<file path="config.mk">
export PLATFORM = sky130hd
export DESIGN_NAME = priority_encoder_rr
export DESIGN_NICKNAME = d
export VERILOG_FILES = /design/src/rtl/priority_encoder_pkg.sv /design/src/rtl/priority_encoder_rr_search.sv /design/src/rtl/priority_encoder_rr.sv
export SDC_FILE = /design/constraint.sdc
export NUM_CORES = 1
export LEC_CHECK = 0
export BUFFER_PORTS_ARGS = -buffer_cell sky130_fd_sc_hd__buf_2
export CORE_MARGIN = 1.5
export CORE_UTILIZATION = 55
export DETAILED_ROUTE_END_ITERATION = 7
export MAX_ROUTING_LAYER = met4
export PLACE_DENSITY = 0.76
export SETUP_SLACK_MARGIN = 0.5
export SLEW_MARGIN = 20
export SYNTH_ARGS = -nofsm -noshare
export SYNTH_HDL_FRONTEND = slang
export SYNTH_SLANG_ARGS = --single-unit
export TNS_END_PERCENT = 100
</file>
<file path="constraint.sdc">
create_clock -name clk -period 3 [get_ports clk]
set_clock_uncertainty 0.1 [all_clocks]
set_input_delay 0.3 -clock clk [delete_from_list [all_inputs] [get_ports clk]]
set_output_delay 0.3 -clock clk [all_outputs]
set_load 0.03 [all_outputs]
</file>
<file path="src/rtl/priority_encoder_pkg.sv">
// priority_encoder_pkg
// Types and helpers used by the priority_encoder_rr block:
//   state_t  - grant FSM state encoding (IDLE, GRANT)
//   wrap_inc - increment modulo an arbitrary width, used for the round-robin
//              pointer. The width does not have to be a power of two.
package priority_encoder_pkg;

    typedef enum logic {
        IDLE  = 1'b0,
        GRANT = 1'b1
    } state_t;

    function automatic int unsigned wrap_inc(input int unsigned val,
                                             input int unsigned width);
        return (val + 1 >= width) ? 0 : val + 1;
    endfunction

endpackage

</file>
<file path="src/rtl/priority_encoder_rr_search.sv">
// priority_encoder_rr_search
// Combinational find-first-set with a wrap-around scan. The scan visits
// index start, start+1, ..., WIDTH-1, 0, ..., start-1 and reports the first
// set bit it finds.
// Ports:
//   req   [WIDTH-1:0] in  - request vector
//   start [OUT_W-1:0] in  - first index to examine (must be < WIDTH)
//   idx   [OUT_W-1:0] out - index of the first set bit found (0 if none)
//   found             out - at least one bit of req is set
module priority_encoder_rr_search
    import priority_encoder_pkg::*;
#(
    parameter int WIDTH = 8,
    localparam int OUT_W = $clog2(WIDTH)
) (
    input  logic [WIDTH-1:0] req,
    input  logic [OUT_W-1:0] start,
    output logic [OUT_W-1:0] idx,
    output logic             found
);

    // Two ascending passes: the first covers [start, WIDTH-1], the second
    // wraps around to cover [0, start-1]. The first hit of either pass wins.
    always_comb begin
        idx   = '0;
        found = 1'b0;
        for (int i = 0; i < WIDTH; i++) begin
            if (!found && req[i] && (i >= int'(start))) begin
                found = 1'b1;
                idx   = OUT_W'(i);
            end
        end
        for (int i = 0; i < WIDTH; i++) begin
            if (!found && req[i] && (i < int'(start))) begin
                found = 1'b1;
                idx   = OUT_W'(i);
            end
        end
    end

endmodule

</file>
<file path="src/rtl/priority_encoder_rr.sv">
// priority_encoder_rr
// Registered N-input priority encoder with a valid/ack grant handshake and a
// selectable fixed-priority (highest index wins) or round-robin mode.
// Optional feature macro: PRIORITY_ENCODER_RR_ONEHOT_EN adds a registered
// one-hot grant output.
// Ports:
//   clk                 in  - clock, rising edge
//   rst                 in  - asynchronous active-high reset
//   enable              in  - 0 blocks new grants and aborts a held grant
//   mode                in  - 0 fixed priority, 1 round-robin
//   in    [WIDTH-1:0]   in  - request lines
//   ack                 in  - consumer accepts out (only while valid)
//   out   [OUT_W-1:0]   out - encoded index of the granted request
//   valid               out - out holds a live grant
//   grant [WIDTH-1:0]   out - one-hot of out while valid (macro only)
//
// state | meaning
// IDLE  | no grant held; sample mode/in and latch a winner when enabled
// GRANT | out held stable with valid=1 until ack or enable drop
module priority_encoder_rr
    import priority_encoder_pkg::*;
#(
    parameter int WIDTH = 8,
    localparam int OUT_W = $clog2(WIDTH)
) (
    input  logic             clk,
    input  logic             rst,
    input  logic             enable,
    input  logic             mode,
    input  logic [WIDTH-1:0] in,
    input  logic             ack,
    output logic [OUT_W-1:0] out,
    output logic             valid
`ifdef PRIORITY_ENCODER_RR_ONEHOT_EN
    ,
    output logic [WIDTH-1:0] grant
`endif
);

    localparam logic [OUT_W-1:0] LAST_IDX = OUT_W'(WIDTH - 1);

    state_t           state;
    logic [OUT_W-1:0] ptr;
    logic             mode_q;

    logic [WIDTH-1:0] req_rev;
    logic [WIDTH-1:0] req_sel;
    logic [OUT_W-1:0] start_sel;
    logic [OUT_W-1:0] search_idx;
    logic             search_found;
    logic [OUT_W-1:0] winner;

    // Fixed priority is a find-first from 0 on the bit-reversed vector; the
    // resulting index is mirrored back to recover the highest set bit.
    always_comb begin
        req_rev = '0;
        for (int i = 0; i < WIDTH; i++) begin
            req_rev[i] = in[WIDTH-1-i];
        end
        req_sel   = mode ? in : req_rev;
        start_sel = mode ? ptr : '0;
        winner    = mode ? search_idx : (LAST_IDX - search_idx);
    end

    priority_encoder_rr_search #(
        .WIDTH (WIDTH)
    ) u_search (
        .req   (req_sel),
        .start (start_sel),
        .idx   (search_idx),
        .found (search_found)
    );

    // mode_q remembers which mode produced the held grant, since mode is
    // only sampled in IDLE but decides whether ack advances ptr.
    always_ff @(posedge clk or posedge rst) begin
        if (rst) begin
            state  <= IDLE;
            out    <= '0;
            valid  <= 1'b0;
            ptr    <= '0;
            mode_q <= 1'b0;
`ifdef PRIORITY_ENCODER_RR_ONEHOT_EN
            grant  <= '0;
`endif
        end else begin
            case (state)
                IDLE: begin
                    if (enable && search_found) begin
                        state  <= GRANT;
                        out    <= winner;
                        valid  <= 1'b1;
                        mode_q <= mode;
`ifdef PRIORITY_ENCODER_RR_ONEHOT_EN
                        grant  <= WIDTH'(1) << winner;
`endif
                    end
                end
                GRANT: begin
                    // enable low takes precedence: an ack in the same cycle
                    // is treated as an abort and leaves ptr alone.
                    if (!enable || ack) begin
                        state <= IDLE;
                        valid <= 1'b0;
`ifdef PRIORITY_ENCODER_RR_ONEHOT_EN
                        grant <= '0;
`endif
                        if (enable && mode_q) begin
                            ptr <= OUT_W'(wrap_inc(32'(out), WIDTH));
                        end
                    end
                end
                default: begin
                    state <= IDLE;
                    valid <= 1'b0;
                end
            endcase
        end
    end

endmodule
</file>
# Yosys cells after proc, flatten, opt, wreduce, memory -nomap -nowiden
# Cells that the tools add are included.
totals:
  reg_bits: 9
  out_inout_bits: 4
  elab_cells: 113
op_classes:
  addsub: 2
  n_lt_le_gt_ge: 15
  eq_ne: 2
  n_mux: 39
  n_bitwise: 1
  n_reduce_logical: 49
ops:
  columns: ["operator", "n"]
  rows:
  - ["two-way mux 3 bit", 16]
  - ["logical AND 1 bit", 30]
  - ["two-way mux 1 bit", 20]
  - ["zero test 1 bit", 15]
  - ["greater-or-equal comparator 3 bit (first input constant)", 3]
  - ["less-than comparator 3 bit (first input constant)", 3]
  - ["two-way mux 8 bit", 1]
  - ["greater-or-equal comparator 1 x 3 -> 1 bit (first input constant)", 2]
  - ["greater-or-equal comparator 2 x 3 -> 1 bit (first input constant)", 2]
  - ["less-than comparator 1 x 3 -> 1 bit (first input constant)", 2]
  - ["less-than comparator 2 x 3 -> 1 bit (first input constant)", 2]
  - ["adder 3 x 1 -> 4 bit (second input constant)", 1]
  - ["greater-or-equal comparator 4 bit (second input constant)", 1]
  - ["one-hot mux 1 bit (2 select lines)", 2]
  - ["AND reduction 2 bit", 2]
  - ["AND reduction 3 bit", 1]
  - ["subtractor 3 bit (first input constant)", 1]
  - ["!= test 2 x 1 -> 1 bit (second input constant)", 1]
  - ["!= test 2 bit (second input constant)", 1]
  - ["logical OR 1 bit", 1]
  - ["NOT 1 bit", 1]

# Depth between registers and ports, before layout
depth:
  depth_word: 62
  ltp_mapped: 9

# Hierarchy
# A second synthesis with hierarchy kept.
unflattened:
  hier_cells: 112
  area_unflattened_um2: 972.2
by_module_without_submodules:
  columns: ["module", "n_inst", "cells_each", "area_per_inst_um2"]
  rows:
  - ["priority_encoder_rr", 1, 53, 578.1]
  - ["priority_encoder_rr_search", 1, 59, 394.1]

# Worst setup path before layout
# No wires, ideal clock.
synth_path:
  path_kind: "flip-flop to flip-flop"
  start: "register ptr[0]"
  end: "register mode_q"
  setup_time_ns: 0.125
  arrival_ns: 1.875
  required_time_ns: 2.775
  path_slack_ns: 0.900
  stages_incl_launch_ff: 6
  path_buffers: 0
  period_less_slack_ns: 2.100
  cell_sequence: "dfrtp_1 -> or3_1 -> a21oi_1 -> o2111ai_2 -> o311ai_4 -> mux2_4"
synth_via:
  elab_chain_len: 61
  elab_cells_between_ends: 74
  cone_classes: "order compare: 14; mux: 16; reduce/logical: 44"
synth_lines:
  columns: ["element", "line_no", "rtl"]
  rows:
  - ["from (decl)", "priority_encoder_rr.sv:43", "logic [OUT_W-1:0] ptr;"]
  - ["from (signal assigned)", "priority_encoder_rr.sv:109", "ptr <= OUT_W'(wrap_inc(32'(out), WIDTH));"]
  - ["two-way mux 3 bit (*)", "priority_encoder_rr.sv:61", "start_sel = mode ? ptr : '0;"]
  - ["greater-or-equal comparator 1 x 3 -> 1 bit", "priority_encoder_rr_search.sv:28", "if (!found && req[i] && (i >= int'(start))) begin"]
  - ["logical AND 1 bit", "priority_encoder_rr_search.sv:28", null]
  - ["two-way mux 1 bit", "priority_encoder_rr_search.sv:28", null]
  - ["zero test 1 bit", "priority_encoder_rr_search.sv:28", null]
  - ["logical AND 1 bit (2 in a row)", "priority_encoder_rr_search.sv:28", null]
  - ["two-way mux 1 bit", "priority_encoder_rr_search.sv:28", null]
  - ["zero test 1 bit", "priority_encoder_rr_search.sv:28", null]
  - ["(+42 left out)", null, null]
  - ["zero test 1 bit", "priority_encoder_rr_search.sv:34", "if (!found && req[i] && (i < int'(start))) begin"]
  - ["logical AND 1 bit (2 in a row)", "priority_encoder_rr_search.sv:34", null]
  - ["two-way mux 1 bit", "priority_encoder_rr_search.sv:34", null]
  - ["zero test 1 bit", "priority_encoder_rr_search.sv:34", null]
  - ["logical AND 1 bit (2 in a row)", "priority_encoder_rr_search.sv:34", null]
  - ["two-way mux 1 bit (*)", "priority_encoder_rr_search.sv:34", null]
  - ["logical AND 1 bit (*)", "priority_encoder_rr.sv:89", "if (enable && search_found) begin"]
  - ["AND reduction 2 bit (no line) (*)", null, null]
  - ["to (signal assigned)", "priority_encoder_rr.sv:93", "mode_q <= mode;"]
  - ["to (decl)", "priority_encoder_rr.sv:44", "logic mode_q;"]
# Every way passes the cells marked *; elsewhere a longest branch is shown, timed or not.
# A chain may end at the register's enable or synchronous reset.

# Worst setup path in the final report
layout_path:
  start: "register ptr[2]"
  end: "register out[0]"
layout_via:
  elab_chain_len: 61
  elab_cells_between_ends: 90
  cone_classes: "add/sub: 1; order compare: 14; mux: 31; reduce/logical: 44"
layout_lines:
  columns: ["element", "line_no", "rtl"]
  rows:
  - ["two-way mux 3 bit (*)", "priority_encoder_rr.sv:61", null]
  - ["greater-or-equal comparator 1 x 3 -> 1 bit", "priority_encoder_rr_search.sv:28", null]
  - ["logical AND 1 bit", "priority_encoder_rr_search.sv:28", null]
  - ["two-way mux 1 bit", "priority_encoder_rr_search.sv:28", null]
  - ["zero test 1 bit", "priority_encoder_rr_search.sv:28", null]
  - ["logical AND 1 bit (2 in a row)", "priority_encoder_rr_search.sv:28", null]
  - ["two-way mux 1 bit", "priority_encoder_rr_search.sv:28", null]
  - ["zero test 1 bit", "priority_encoder_rr_search.sv:28", null]
  - ["(+42 left out)", null, null]
  - ["zero test 1 bit", "priority_encoder_rr_search.sv:34", null]
  - ["logical AND 1 bit (2 in a row)", "priority_encoder_rr_search.sv:34", null]
  - ["two-way mux 1 bit", "priority_encoder_rr_search.sv:34", null]
  - ["zero test 1 bit", "priority_encoder_rr_search.sv:34", null]
  - ["logical AND 1 bit (2 in a row)", "priority_encoder_rr_search.sv:34", null]
  - ["two-way mux 3 bit / two-way mux 1 bit (equally long branches)", "priority_encoder_rr_search.sv:34", null]
  - ["subtractor 3 bit / logical AND 1 bit (equally long branches)", "priority_encoder_rr.sv:62, priority_encoder_rr.sv:89", null]
  - ["two-way mux 3 bit / AND reduction 2 bit (equally long branches)", null, null]
  - ["to (signal assigned)", "priority_encoder_rr.sv:91", "out <= winner;"]
  - ["to (decl)", "priority_encoder_rr.sv:32", "output logic [OUT_W-1:0] out,"]
# Marks and branches as above.

==> out/results.ini <==
[status]
status=completed

[timing]
maxSlewHeadroom_pct=68.1
rsz0062_at_grt=false
postLayoutSetupSlackWorst_ns=0.685
setup_viol=0
setup_tns_ns=0
finalMaxSlewViolations=0
hold_violations=0
max_freq_ghz=0.432
post-route-min-period_ns=2.31
worstMarginPinSlew_ns=0.478
post-route-period-util_pct=77.2
whs_ns=0.147

[cells_and_area]
seqCellArea_um2=229
stdcell_count=152
nets=150
mostFrequentLayoutCells=nand2_1 (16), buf_2 (16), inv_1 (7), a21oi_1 (7), nor2_1 (7)
multi_input_area_um2=672
drive_gt1_share_pct=24.4
area_delta_synth_final_pct=9.10
utilization_pct=63.0
stdcell_area_um2=1060
diodes=0
n_fill_cell=149

[clock_network]
htreeDepth=1
clk_latency_ns=0.26
clkTransAtPathRegs_ns=0.06
root_buffer=clkbuf_4
post_cts_buffers=0
cts_buffers=3
clkSinkCount=9
cts_tree=built
cts_max_path_buffers=2

[grt]
grt_pass1_wl_mm=3.49
antenna_found_initial=0
grt_use_total_pct=24.3
grt_max_degree=31
grt_pass1_vias=751
grt-ovfl-total=0

[yosys]
synth_compound_area_share_pct=38.3
synth.distinct_cells=52
synth_cells=121
ys_seq_area_share_pct=23.1
synth_edf_count=0
synth_top_area_share_pct=23.1
synth_top_family_by_area=compound AO/OA/AOI/OAI gates
ys_warn_count=0
ys_ff_latch=9
syn-num-nets=135
synth.area.mux_share_pct=4.74
synth_flop_cell=dfrtp_1
syn_avg_cell_area_um2=8.07
synthArstFlopShare_pct=100
synthAdderAreaFrac_pct=1.28
synthTopCellsByArea=dfrtp_1 (23%), nand2_1 (6.2%), a21oi_1 (3.6%)
yosysTopAreaCell=dfrtp_1
yosys.area_share.simple_pct=23.6
synth_xor_area_share_pct=0.897
syn_area_um2=976

[placement]
gp_congestion=0.956
place.port_buffers=16
dpl_worst_slack_ns=0.460
dp_hpwl_mm=1.66
place_area_um2=1020
dp.cells=147

[worst_setup_path]
slowest_delay_ns=0.58
critPathCaptureType=register
path_class=register to register
crit_end=out[0]$_DFFE_PP0P_
crit_slowest_cell=or4_1
critPathLaunch=ptr[2]$_DFFE_PP0P_
r2r_end=out[0]$_DFFE_PP0P_
crit_arrival_ns=2.34
r2r_start=ptr[2]$_DFFE_PP0P_
worstPathCellList=and2_1 -> o21ai_1 -> or4_1 -> a31o_1 -> a21oi_1 -> o31ai_2
reg2reg_slack_ns=0.69
reg2reg_depth=6
critPathRequiredTime_ns=3.03
cp_max_fo=15
crit_path_start_kind=register

[floorplanning]
start_util_pct=57.8
pin_count=17
chipHeight_um=45.1
rows=15
die_x_um=45.1
dieArea_um2=2040
design.core.area_um2=1690

[worst_hold_path]
min_path_type=primary input to register

[power_and_ir_drop]
ir_drop_v=0.000503
powerDensity_nw_per_um2=627
p_seq_share_pct=38.6
switchingPower_mw=0.319
p_int_mw=0.348
power_frac_comb_pct=47.7
power_mw=0.668
p_leak_nw=0.432
switching_share_pct=47.8
clock_power_share_pct=13.6

[job]
maxCapViolations=0

[detailed_routing]
wl_mm=2.24
viasPerCell=6.37
dr.first_iter.drc_count=41
drc=0
wl_per_cell_um=14.7
first_pass_iters=4
antenna_left=0
vias=968

## sequential cells by signal, indices dropped and copies added (netlist names)
register  flops
mode_q        1
state         1
valid         1
out           3
ptr           3
## routing by layer
| metal | vias to the layer above | GRT usage (%) | part of all wire (%) |
|---|---|---|---|
| met3 | 2 | 10.0 | 7.3 |
| met1 | 436 | 35.1 | 48 |
| met5 | - | - | 0 |
| met2 | 41 | 31.7 | 44 |
| met4 | 0 | 3.53 | 0.45 |
| li1 | 489 | - | - |
## logic make-up (layout without fill, tap and decap cells)
| family | Yosys count | in the layout |
|---|---|---|
| mux | 4 | 4 |
| xor+xnor | 1 | 1 |
| simple gates | 45 | 45 |
| flops | 9 | 9 |
| buf+inv | 14 | 28 |
| fa+ha+maj | 1 | 1 |
| compound gates | 47 | 47 |
## critical path, delay by kind of cell (launching register included)
kind	cells	cell delay, ns
and+or+nand+nor	2	0.87
AOI/OAI and AO/OA	4	0.68
DFF	1	0.52
## Yosys cell counts, types with 2 or more instances
library cell,n
nand2_1,16
dfrtp_1,9
a21oi_1,7
inv_1,7
nor2_1,7
o21ai_0,5
o21ai_1,5
nor2b_1,4
buf_2,3
nand4_1,3
nor3_1,3
a21boi_0,2
a31oi_1,2
and2_1,2
buf_4,2
buf_6,2
mux2i_1,2
nand3_1,2
o21a_1,2
o21bai_1,2
o31ai_1,2
or4_1,2
## worst min path at each step
stage	from	end	cells past startpoint
4_1_cts	ack	state$_DFF_PP0_	2
3_5_place_dp	rst	ptr[2]$_DFFE_PP0P_	2
2_1_floorplan	rst	mode_q$_DFFE_PP0P_	1
5_1_grt	ack	state$_DFF_PP0_	2
6_report	ack	state$_DFF_PP0_	2
3_3_place_gp	rst	ptr[2]$_DFFE_PP0P_	2
## what timing repair did
item / 4_1_cts / 5_1_grt
endpoints found under the hold margin: 9 / 0
hold buffers: 1 / 0
gates resized for setup: 0 / 3
endpoints found under the setup margin: 0 / 3
## cell type report
cell class / count / share of cell area (%)
repair buffers: 17 / 8.46
clock buffers: 4 / 2.47
well taps: 17 / 2.00
multi-input cells: 98 / 63.1
flip-flops and latches: 9 / 21.5
inverters: 7 / 2.47
## power by group through the flow
stage / sequential, mW / clock (mW) / combinational [mW]
final: 0.258 / 0.0911 / 0.318
after CTS: 0.253 / 0.0956 / 0.317
after detailed placement: 0.256 / 0 / 0.314
after global placement: 0.250 / 0 / 0.312
after global routing: 0.267 / 0.103 / 0.354
after floorplan: 0.233 / 0 / 0.284
No activity file was read; power rests on OpenSTA's default activity.
